`src/rtl/stencil_window_3x3_if.sv`:
```
// Pixel-stream and window-read bundle for the 3x3 stencil window.
// The DUT attaches through the slave modport; the producer/consumer attach through master.
interface stencil_window_3x3_if #(
  parameter int ELEMENT_WIDTH = 32
);
  // Handshake: no backpressure. A pixel is accepted on every posedge where t=1.
  // tout is a one-cycle pulse after the accept that completed a valid window.
  // That window stays readable on i_rd_data until the next accept.
  logic                               t;
  logic [ELEMENT_WIDTH-1:0]           pix_data;
  logic [2:0][2:0]                    i_rd_en;
  logic [2:0][2:0][ELEMENT_WIDTH-1:0] i_rd_data;
  logic                               tout;
  logic                               frame_done;
  logic                               rd_err;
  logic                               dbg_win_valid;

  modport master (
    output t, pix_data, i_rd_en,
    input  i_rd_data, tout, frame_done, rd_err, dbg_win_valid
  );

  modport slave (
    input  t, pix_data, i_rd_en,
    output i_rd_data, tout, frame_done, rd_err, dbg_win_valid
  );
endinterface

```
`src/rtl/stencil_window_3x3.sv`:
```
// 3x3 sliding window over a raster pixel stream, built from two line buffers.
// The window shifts one column per accepted pixel and is read combinationally.
module stencil_window_3x3 #(
  parameter int ELEMENT_WIDTH = 32,
  parameter int IMG_WIDTH     = 64,
  parameter int IMG_HEIGHT    = 64
) (
  input  logic                clk,
  input  logic                rst,
  stencil_window_3x3_if.slave bus
);
  localparam int COL_W = $clog2(IMG_WIDTH);
  localparam int ROW_W = $clog2(IMG_HEIGHT);

  typedef logic [ELEMENT_WIDTH-1:0] pix_t;

  logic [2:0][2:0][ELEMENT_WIDTH-1:0] win_q, win_d;
  pix_t                               lb0_q [IMG_WIDTH];
  pix_t                               lb1_q [IMG_WIDTH];
  logic [COL_W-1:0]                   col_q, col_d;
  logic [ROW_W-1:0]                   row_q, row_d;
  logic                               tout_q, tout_d;
  logic                               frame_done_q, frame_done_d;
  logic                               rd_err_q, rd_err_d;
  logic                               win_valid_q, win_valid_d;

  pix_t lb0_rd;
  pix_t lb1_rd;
  logic last_col;
  logic last_row;
  logic fire;

  assign lb0_rd   = lb0_q[col_q];
  assign lb1_rd   = lb1_q[col_q];
  assign last_col = (col_q == COL_W'(IMG_WIDTH - 1));
  assign last_row = (row_q == ROW_W'(IMG_HEIGHT - 1));
  // The pixel being accepted completes a full 3x3 block only from (2,2) onward in each row.
  assign fire     = (row_q >= ROW_W'(2)) && (col_q >= COL_W'(2));

  always_comb begin
    win_d        = win_q;
    col_d        = col_q;
    row_d        = row_q;
    tout_d       = 1'b0;
    frame_done_d = 1'b0;
    win_valid_d  = win_valid_q;
    rd_err_d     = rd_err_q | ((|bus.i_rd_en) & ~win_valid_q);
    if (bus.t) begin
      for (int r = 0; r < 3; r++) begin
        win_d[r][0] = win_q[r][1];
        win_d[r][1] = win_q[r][2];
      end
      win_d[0][2]  = lb0_rd;
      win_d[1][2]  = lb1_rd;
      win_d[2][2]  = bus.pix_data;
      col_d        = last_col ? '0 : col_q + COL_W'(1);
      if (last_col) begin
        row_d = last_row ? '0 : row_q + ROW_W'(1);
      end
      tout_d       = fire;
      frame_done_d = last_col && last_row;
      win_valid_d  = fire;
    end
  end

  always_ff @(posedge clk) begin
    if (rst) begin
      win_q        <= '0;
      col_q        <= '0;
      row_q        <= '0;
      tout_q       <= 1'b0;
      frame_done_q <= 1'b0;
      rd_err_q     <= 1'b0;
      win_valid_q  <= 1'b0;
    end else begin
      win_q        <= win_d;
      col_q        <= col_d;
      row_q        <= row_d;
      tout_q       <= tout_d;
      frame_done_q <= frame_done_d;
      rd_err_q     <= rd_err_d;
      win_valid_q  <= win_valid_d;
    end
  end

  // Line buffers are plain storage: never cleared, and a pixel in a reset cycle is dropped.
  always_ff @(posedge clk) begin
    if (!rst && bus.t) begin
      lb0_q[col_q] <= lb1_rd;
      lb1_q[col_q] <= bus.pix_data;
    end
  end

  assign bus.i_rd_data     = win_q;
  assign bus.tout          = tout_q;
  assign bus.frame_done    = frame_done_q;
  assign bus.rd_err        = rd_err_q;
  assign bus.dbg_win_valid = win_valid_q;
endmodule
```
`src/flat_wrapper.sv`:
```
// flat-port wrapper written by rule: the top's interface ports become plain ports
module stencil_window_3x3_flat 
#(
  parameter int ELEMENT_WIDTH = 32,
  parameter int IMG_WIDTH     = 64,
  parameter int IMG_HEIGHT    = 64
)
  (clk, rst, bus_t, bus_pix_data, bus_i_rd_en, bus_i_rd_data, bus_tout, bus_frame_done, bus_rd_err, bus_dbg_win_valid);
  stencil_window_3x3_if #(.ELEMENT_WIDTH(ELEMENT_WIDTH)) bus_i ();
  input  logic clk;
  input  logic rst;
  input wire logic [$bits(bus_i.t)-1:0] bus_t;
  input wire logic [$bits(bus_i.pix_data)-1:0] bus_pix_data;
  input wire logic [$bits(bus_i.i_rd_en)-1:0] bus_i_rd_en;
  output wire logic [$bits(bus_i.i_rd_data)-1:0] bus_i_rd_data;
  output wire logic [$bits(bus_i.tout)-1:0] bus_tout;
  output wire logic [$bits(bus_i.frame_done)-1:0] bus_frame_done;
  output wire logic [$bits(bus_i.rd_err)-1:0] bus_rd_err;
  output wire logic [$bits(bus_i.dbg_win_valid)-1:0] bus_dbg_win_valid;
  assign bus_i.t = bus_t;
  assign bus_i.pix_data = bus_pix_data;
  assign bus_i.i_rd_en = bus_i_rd_en;
  assign bus_i_rd_data = bus_i.i_rd_data;
  assign bus_tout = bus_i.tout;
  assign bus_frame_done = bus_i.frame_done;
  assign bus_rd_err = bus_i.rd_err;
  assign bus_dbg_win_valid = bus_i.dbg_win_valid;
  stencil_window_3x3 #(.ELEMENT_WIDTH(ELEMENT_WIDTH), .IMG_WIDTH(IMG_WIDTH), .IMG_HEIGHT(IMG_HEIGHT)) u_core (.clk(clk), .rst(rst), .bus(bus_i));
endmodule
```
`config.mk`:
```
export PLATFORM = sky130hd
export DESIGN_NAME = stencil_window_3x3_flat
export DESIGN_NICKNAME = d
export VERILOG_FILES = /design/src/rtl/stencil_window_3x3_if.sv /design/src/rtl/stencil_window_3x3.sv /design/src/flat_wrapper.sv
export SDC_FILE = /design/constraint.sdc
export NUM_CORES = 2
export LEC_CHECK = 0
export ABC_AREA = 1
export BUFFER_PORTS_ARGS = -buffer_cell sky130_fd_sc_hd__buf_2
export CAP_MARGIN = 20
export CORE_MARGIN = 3
export CORE_UTILIZATION = 55
export DETAILED_ROUTE_END_ITERATION = 8
export GPL_ROUTABILITY_DRIVEN = 0
export HOLD_SLACK_MARGIN = 0.05
export PLACE_DENSITY = 0.7
export SLEW_MARGIN = 10
export SYNTH_ARGS = -nofsm -noshare
export SYNTH_HDL_FRONTEND = slang
export SYNTH_SLANG_ARGS = --single-unit
```
`constraint.sdc`:
```
create_clock -name clk -period 12.75 [get_ports clk]
set_input_delay 1.275 -clock clk [delete_from_list [all_inputs] [get_ports clk]]
set_output_delay 1.275 -clock clk [all_outputs]
set_load 0.05 [all_outputs]
```
# Word level (Yosys, flattened, before mapping)
# Memory sizes are Yosys's and may differ from the RTL's. A register that Yosys moved wholly into a read port is not among the register bits.
# Index checks and enable logic that the tools add are counted.
dict set report totals {
  ram_bits 4096
  output_inout_bits 292
  ff_bits 272
  word_cells 39
  inputBits 44
  memories 2
}
dict set report classes {
  n_mux 6
  reduce_logical 7
  bitwise 4
  n_addsub 2
  eq_ne 2
  order_cmp 2
}
# name words width rd rd_ports_with_merged_regs write_ports line_no
set memory_table {}
lappend memory_table {u_core.lb0_q 64 32 1 1 1 stencil_window_3x3.sv:18} ;# pix_t lb0_q [IMG_WIDTH];
lappend memory_table {u_core.lb1_q 64 32 1 1 1 stencil_window_3x3.sv:19} ;# pix_t lb1_q [IMG_WIDTH];
# cell count
set op_table {}
lappend op_table {{$mux W6} 4}
lappend op_table {{$add A6 B1 Y6 const B} 2}
lappend op_table {{$eq A6 B6 Y1 const B} 2}
lappend op_table {{$ge A6 B2 Y1 const B} 2}
lappend op_table {{$reduce_or A9 Y1} 1}
lappend op_table {{$logic_and A1 B1 Y1} 3}
lappend op_table {{$mux W1} 2}
lappend op_table {{$not A1 Y1} 2}
lappend op_table {{$reduce_and A2 Y1} 1}
lappend op_table {{$reduce_or A2 Y1} 1}
lappend op_table {{$and A1 B1 Y1} 1}
lappend op_table {{$logic_not A1 Y1} 1}
lappend op_table {{$or A1 B1 Y1} 1}

# Depth between registers and ports, before layout
dict set report logic_depth {
  depth_word 4
  mapped_depth 16
  mapped_depth_nobuf 12
}

# Least setup slack after synthesis
# No wires, ideal clock.
dict set report synth_path {
  path_kind {input to register}
  start {input bus_t}
  end {memory u_core.lb0_q[7][0] (netlist name) (enable)}
  required_ps 12263
  cell_stages 6
  t_arrival_ps 4800
  setup_time_ps 487
  slack_ps 7464
  path_buffers 2
  path_cell_list {clkbuf_1 buf_2 nand2_1 nor2_2 nand2_1 nor2_1}
}
dict set report synth_between {
  elab_chain_cells 3
}
# element line_no
set synth_lines {}
lappend synth_lines {{from (decl)} flat_wrapper.sv:12} ;# input wire logic [$bits(bus_i.t)-1:0] bus_t;
lappend synth_lines {{$logic_and A1 B1 Y1} stencil_window_3x3.sv:88} ;# if (!rst && bus.t) begin
lappend synth_lines {{$mux W1} stencil_window_3x3.sv:88}
lappend synth_lines {{$mux W1 (not written as such)} stencil_window_3x3.sv:89} ;# lb0_q[col_q] <= lb1_rd;
lappend synth_lines {{to (decl)} stencil_window_3x3.sv:18}
# No other way between the ends.

==> flow_metrics.py <==
metrics = {
    "place": {
        "port_buffers": 335,
        "placed_cells": 17900,
        "dp_slack_ns": 6.68,
        "post-dp-hpwl_mm": 265,
    },
    "min_path": {
        "whs_path_depth": 2,
        "min_path_type": "flip-flop to flip-flop",
        "hold_start": "u_core.bus.rd_err",
        "holdPathEnd": "u_core.bus.rd_err",
    },
    "clock_tree": {
        "cts.htree.levels": 5,
        "cts_hold_buffers": 0,
        "cts_tree": "yes",
        "cts_resized": 0,
        "cts_made_buffers": 437,
        "cts_buffer_depth": 4,
        "ctsRootBufferMaster": "clkbuf_16",
        "path_clk_slew_ns": 0.06,
        "post_cts_buffers": 0,
        "clock_latency_ns": 1.00,
        "clock_sinks": 4406,
    },
    "worst_setup_path": {
        "cp_max_fo": 78,
        "cpMaxStageDelayCell": "buf_4",
        "crit_top_cell": "nand3_1",
        "reg2reg_depth": 11,
        "path_cells": "buf_4, buf_4, buf_4, nand3_1, nand3_1, nand3_1, nand3_1, nand3_1, nand2_1, clkinv_1, buf_4",
        "start_kind": "flip-flop",
        "required_ns": 13.37,
        "arrival_ns": 6.20,
        "slowest_delay_ns": 0.92,
        "r2r_setup_slack_ns": 7.17,
        "critPathCaptureType": "flip-flop",
        "timing.rr.end": "u_core.lb0_q[16][29]",
        "critPathKind": "flip-flop to flip-flop",
    },
    "sta": {
        "tightest_slew_ns": 1.24,
        "finalCriticalPeriod_ns": 5.58,
        "finalClockSkew_ns": 0.0679,
        "period_share_pct": 43.7,
        "setup_tns_ns": 0,
        "drv_slew": 0,
        "fin_ws_ns": 7.17,
        "rsz0062_at_grt": "no",
        "fmax_mhz": 179,
        "setup_viol": 0,
        "hold_violations": 0,
        "slew_headroom_pct": 17.5,
    },
    "synth": {
        "syn_area_sq_um": 173000,
        "synth_cells": 14000,
        "ys_seq_elements": 4406,
        "synth_top_cells_by_area": "edfxtp_1 71%, nand2_1 6.4%, nand3_1 5.9%",
        "netlist.area_leader.share_pct": 71.1,
        "syn_nets": 14100,
        "syn_area_per_cell_sq_um": 12.3,
        "yosysWarnings": 0,
        "yosysSeqAreaShare_pct": 74.7,
        "synth_largest_area_cell": "edfxtp_1",
        "synth.distinct_cells": 38,
    },
    "power_and_ir_drop": {
        "irDropWorstVdd_mv": 0.128,
        "power_density_nw_per_um2": 161,
        "p_leak_nw": 67.2,
    },
    "global_route": {
        "globalRouteOverflowTotal": 0,
        "grt_max_degree": 228,
        "grtUsageMet2_pct": 49.1,
        "antenna_found_initial": 26,
        "grt_use_met3_pct": 6.63,
        "grt_pass1_wl_mm": 747,
        "met1_usage_pct": 42.7,
        "globalRouteTotalUtil_pct": 31.8,
        "busiest_layer": "met2",
        "grt_pass1_vias": 107000,
    },
    "job": {
        "maxCapViolCount": 0,
    },
    "routing": {
        "drtPass1Iterations": 7,
        "routedWlPerCell_um": 28.2,
        "wl_mm": 526,
        "viasPerCell": 6.19,
        "drc": 0,
        "via_count": 116000,
        "dr.first_iter.drc_count": 18300,
        "final_antenna_net_count": 0,
    },
    "finish": {
        "drive_gt1_share_pct": 10.7,
        "fillers": 23300,
        "syn_to_final_growth_pct": 11.4,
        "fin_nets": 14200,
        "final_cell_count_no_fill": 18700,
        "final_util_pct": 61.7,
    },
    "floorplanning": {
        "core_area_sq_um": 312000,
        "rows": 205,
        "die_w_um": 567,
        "initial_core_util_pct": 55.4,
        "ios": 336,
        "die_area_sq_um": 321000,
        "die_h_um": 567,
    },
    "run_status": {
        "outcome": "complete, no violations",
    },
}
## cells in the final DEF, fill, tap and decap left out, drive strengths merged
master / netlist / layout
edfxtp: 4096 / 4096
nand2: 2936 / 2936
nand3: 2050 / 2050
nor2: 1319 / 1319
o21ai: 1007 / 1007
buf: 480 / 626
clkbuf: 431 / 587
o211ai: 365 / 365
dfxtp: 310 / 310
inv: 303 / 310
or2: 254 / 254
a21oi: 235 / 235
clkinv: 3 / 180
o22ai: 97 / 97
nand4: 60 / 60
o21a: 50 / 50
bufinv: 0 / 22
clkinvlp: 0 / 12
nor3: 11 / 11
diode: 0 / 10
ha: 4 / 4
nor4: 2 / 2
and3: 1 / 1
nor3b: 1 / 1
o41ai: 1 / 1
a31oi: 1 / 1
xor2: 1 / 1
## worst max-delay path, delay by kind of cell (launching register included)
family,cells,cell delay [ns]
buffers and inverters,5,3.03
flip-flops,1,0.73
AND/OR/NAND/NOR,6,1.25
## final cells by class
type	instances	area [sq um]	area share, %
diodes	10	25.0	0.0130
clock buffers	587	11800	6.14
clock inverters	218	2000	1.04
inverters	306	1200	0.623
multi-input cells	8395	39000	20.2
flip-flops and latches	4406	129000	67.1
well taps	4140	5180	2.69
repair buffers	626	4290	2.23
## worst max-delay path by stage
stage	endpoint	slack, ns
floorplan	u_core.lb0_q[7][0]	7.46
global placement	u_core.lb1_q[62][26]	6.78
detailed placement	u_core.lb1_q[62][26]	6.68
CTS	u_core.lb0_q[53][15]	7.07
global route	u_core.lb0_q[6][24]	6.92
finish	u_core.lb0_q[16][29]	7.17
## state kept, by name (all words and copies together), names as in the netlist, named ones only
| name | count |
|---|---|
| u_core.lb0_q | 2048 |
| u_core.bus.i_rd_data | 288 |
| u_core.bus.tout | 1 |
| u_core.bus.frame_done | 1 |
| u_core.bus.rd_err | 1 |
| u_core.col_q | 6 |
| u_core.row_q | 6 |
| u_core.lb1_q | 2048 |
| u_core.bus.dbg_win_valid | 1 |
## logic make-up after synthesis
kind of cell	Yosys count	synth area share, %
simple gates	6634	16.4
flops	4406	74.7
compound gates	1756	5.80
buf+inv	1217	3.07
fa+ha+maj	4	0.0289
xor+xnor	1	0.00507
## per-stage QoR
stage,hold WS (ns),area (sq um),total power (W)
detailed placement,0.462,179000,0.0187
CTS,0.478,192000,0.0310
finish,0.477,193000,0.0309
floorplan,0.465,173000,0.0179
global placement,0.449,179000,0.0187
global route,0.491,193000,0.0317
## report_power, final
| group | switching, W | total (W) | internal, W |
|---|---|---|---|
| logic | 0.00179 | 0.00229 | 0.000502 |
| registers | 0.0000915 | 0.0162 | 0.0161 |
| clock network | 0.00549 | 0.0125 | 0.00698 |
## cell usage after synthesis
library cell,instances
o21ai_1,115
nor2_1,1311
o211ai_1,349
and3_1,1
nand2_1,2936
xor2_1,1
a31oi_1,1
nand4_1,60
nor2_8,1
buf_2,348
o22ai_1,97
nor3b_1,1
nand3_1,2050
nor2_4,4
nor4_1,2
clkbuf_2,1
a21oi_1,235
clkinv_1,3
o41ai_1,1
buf_4,25
inv_1,293
ha_1,4
buf_1,79
nor2_2,3
o21ai_0,892
nor3_1,9
edfxtp_1,4096
or2_1,35
inv_2,10
o21a_1,50
clkbuf_1,430
o211ai_2,16
or2_0,20
nor3_2,2
buf_6,27
buf_8,1
or2_2,199
dfxtp_1,310
## routing by layer
metal | routed length [um] | part of all wire, %
met1 | 189000 | 36
met2 | 239000 | 46
met3 | 65300 | 12
met4 | 32900 | 6.2
met5 | 57 | 0.011
(Power assumes the default switching activity.)
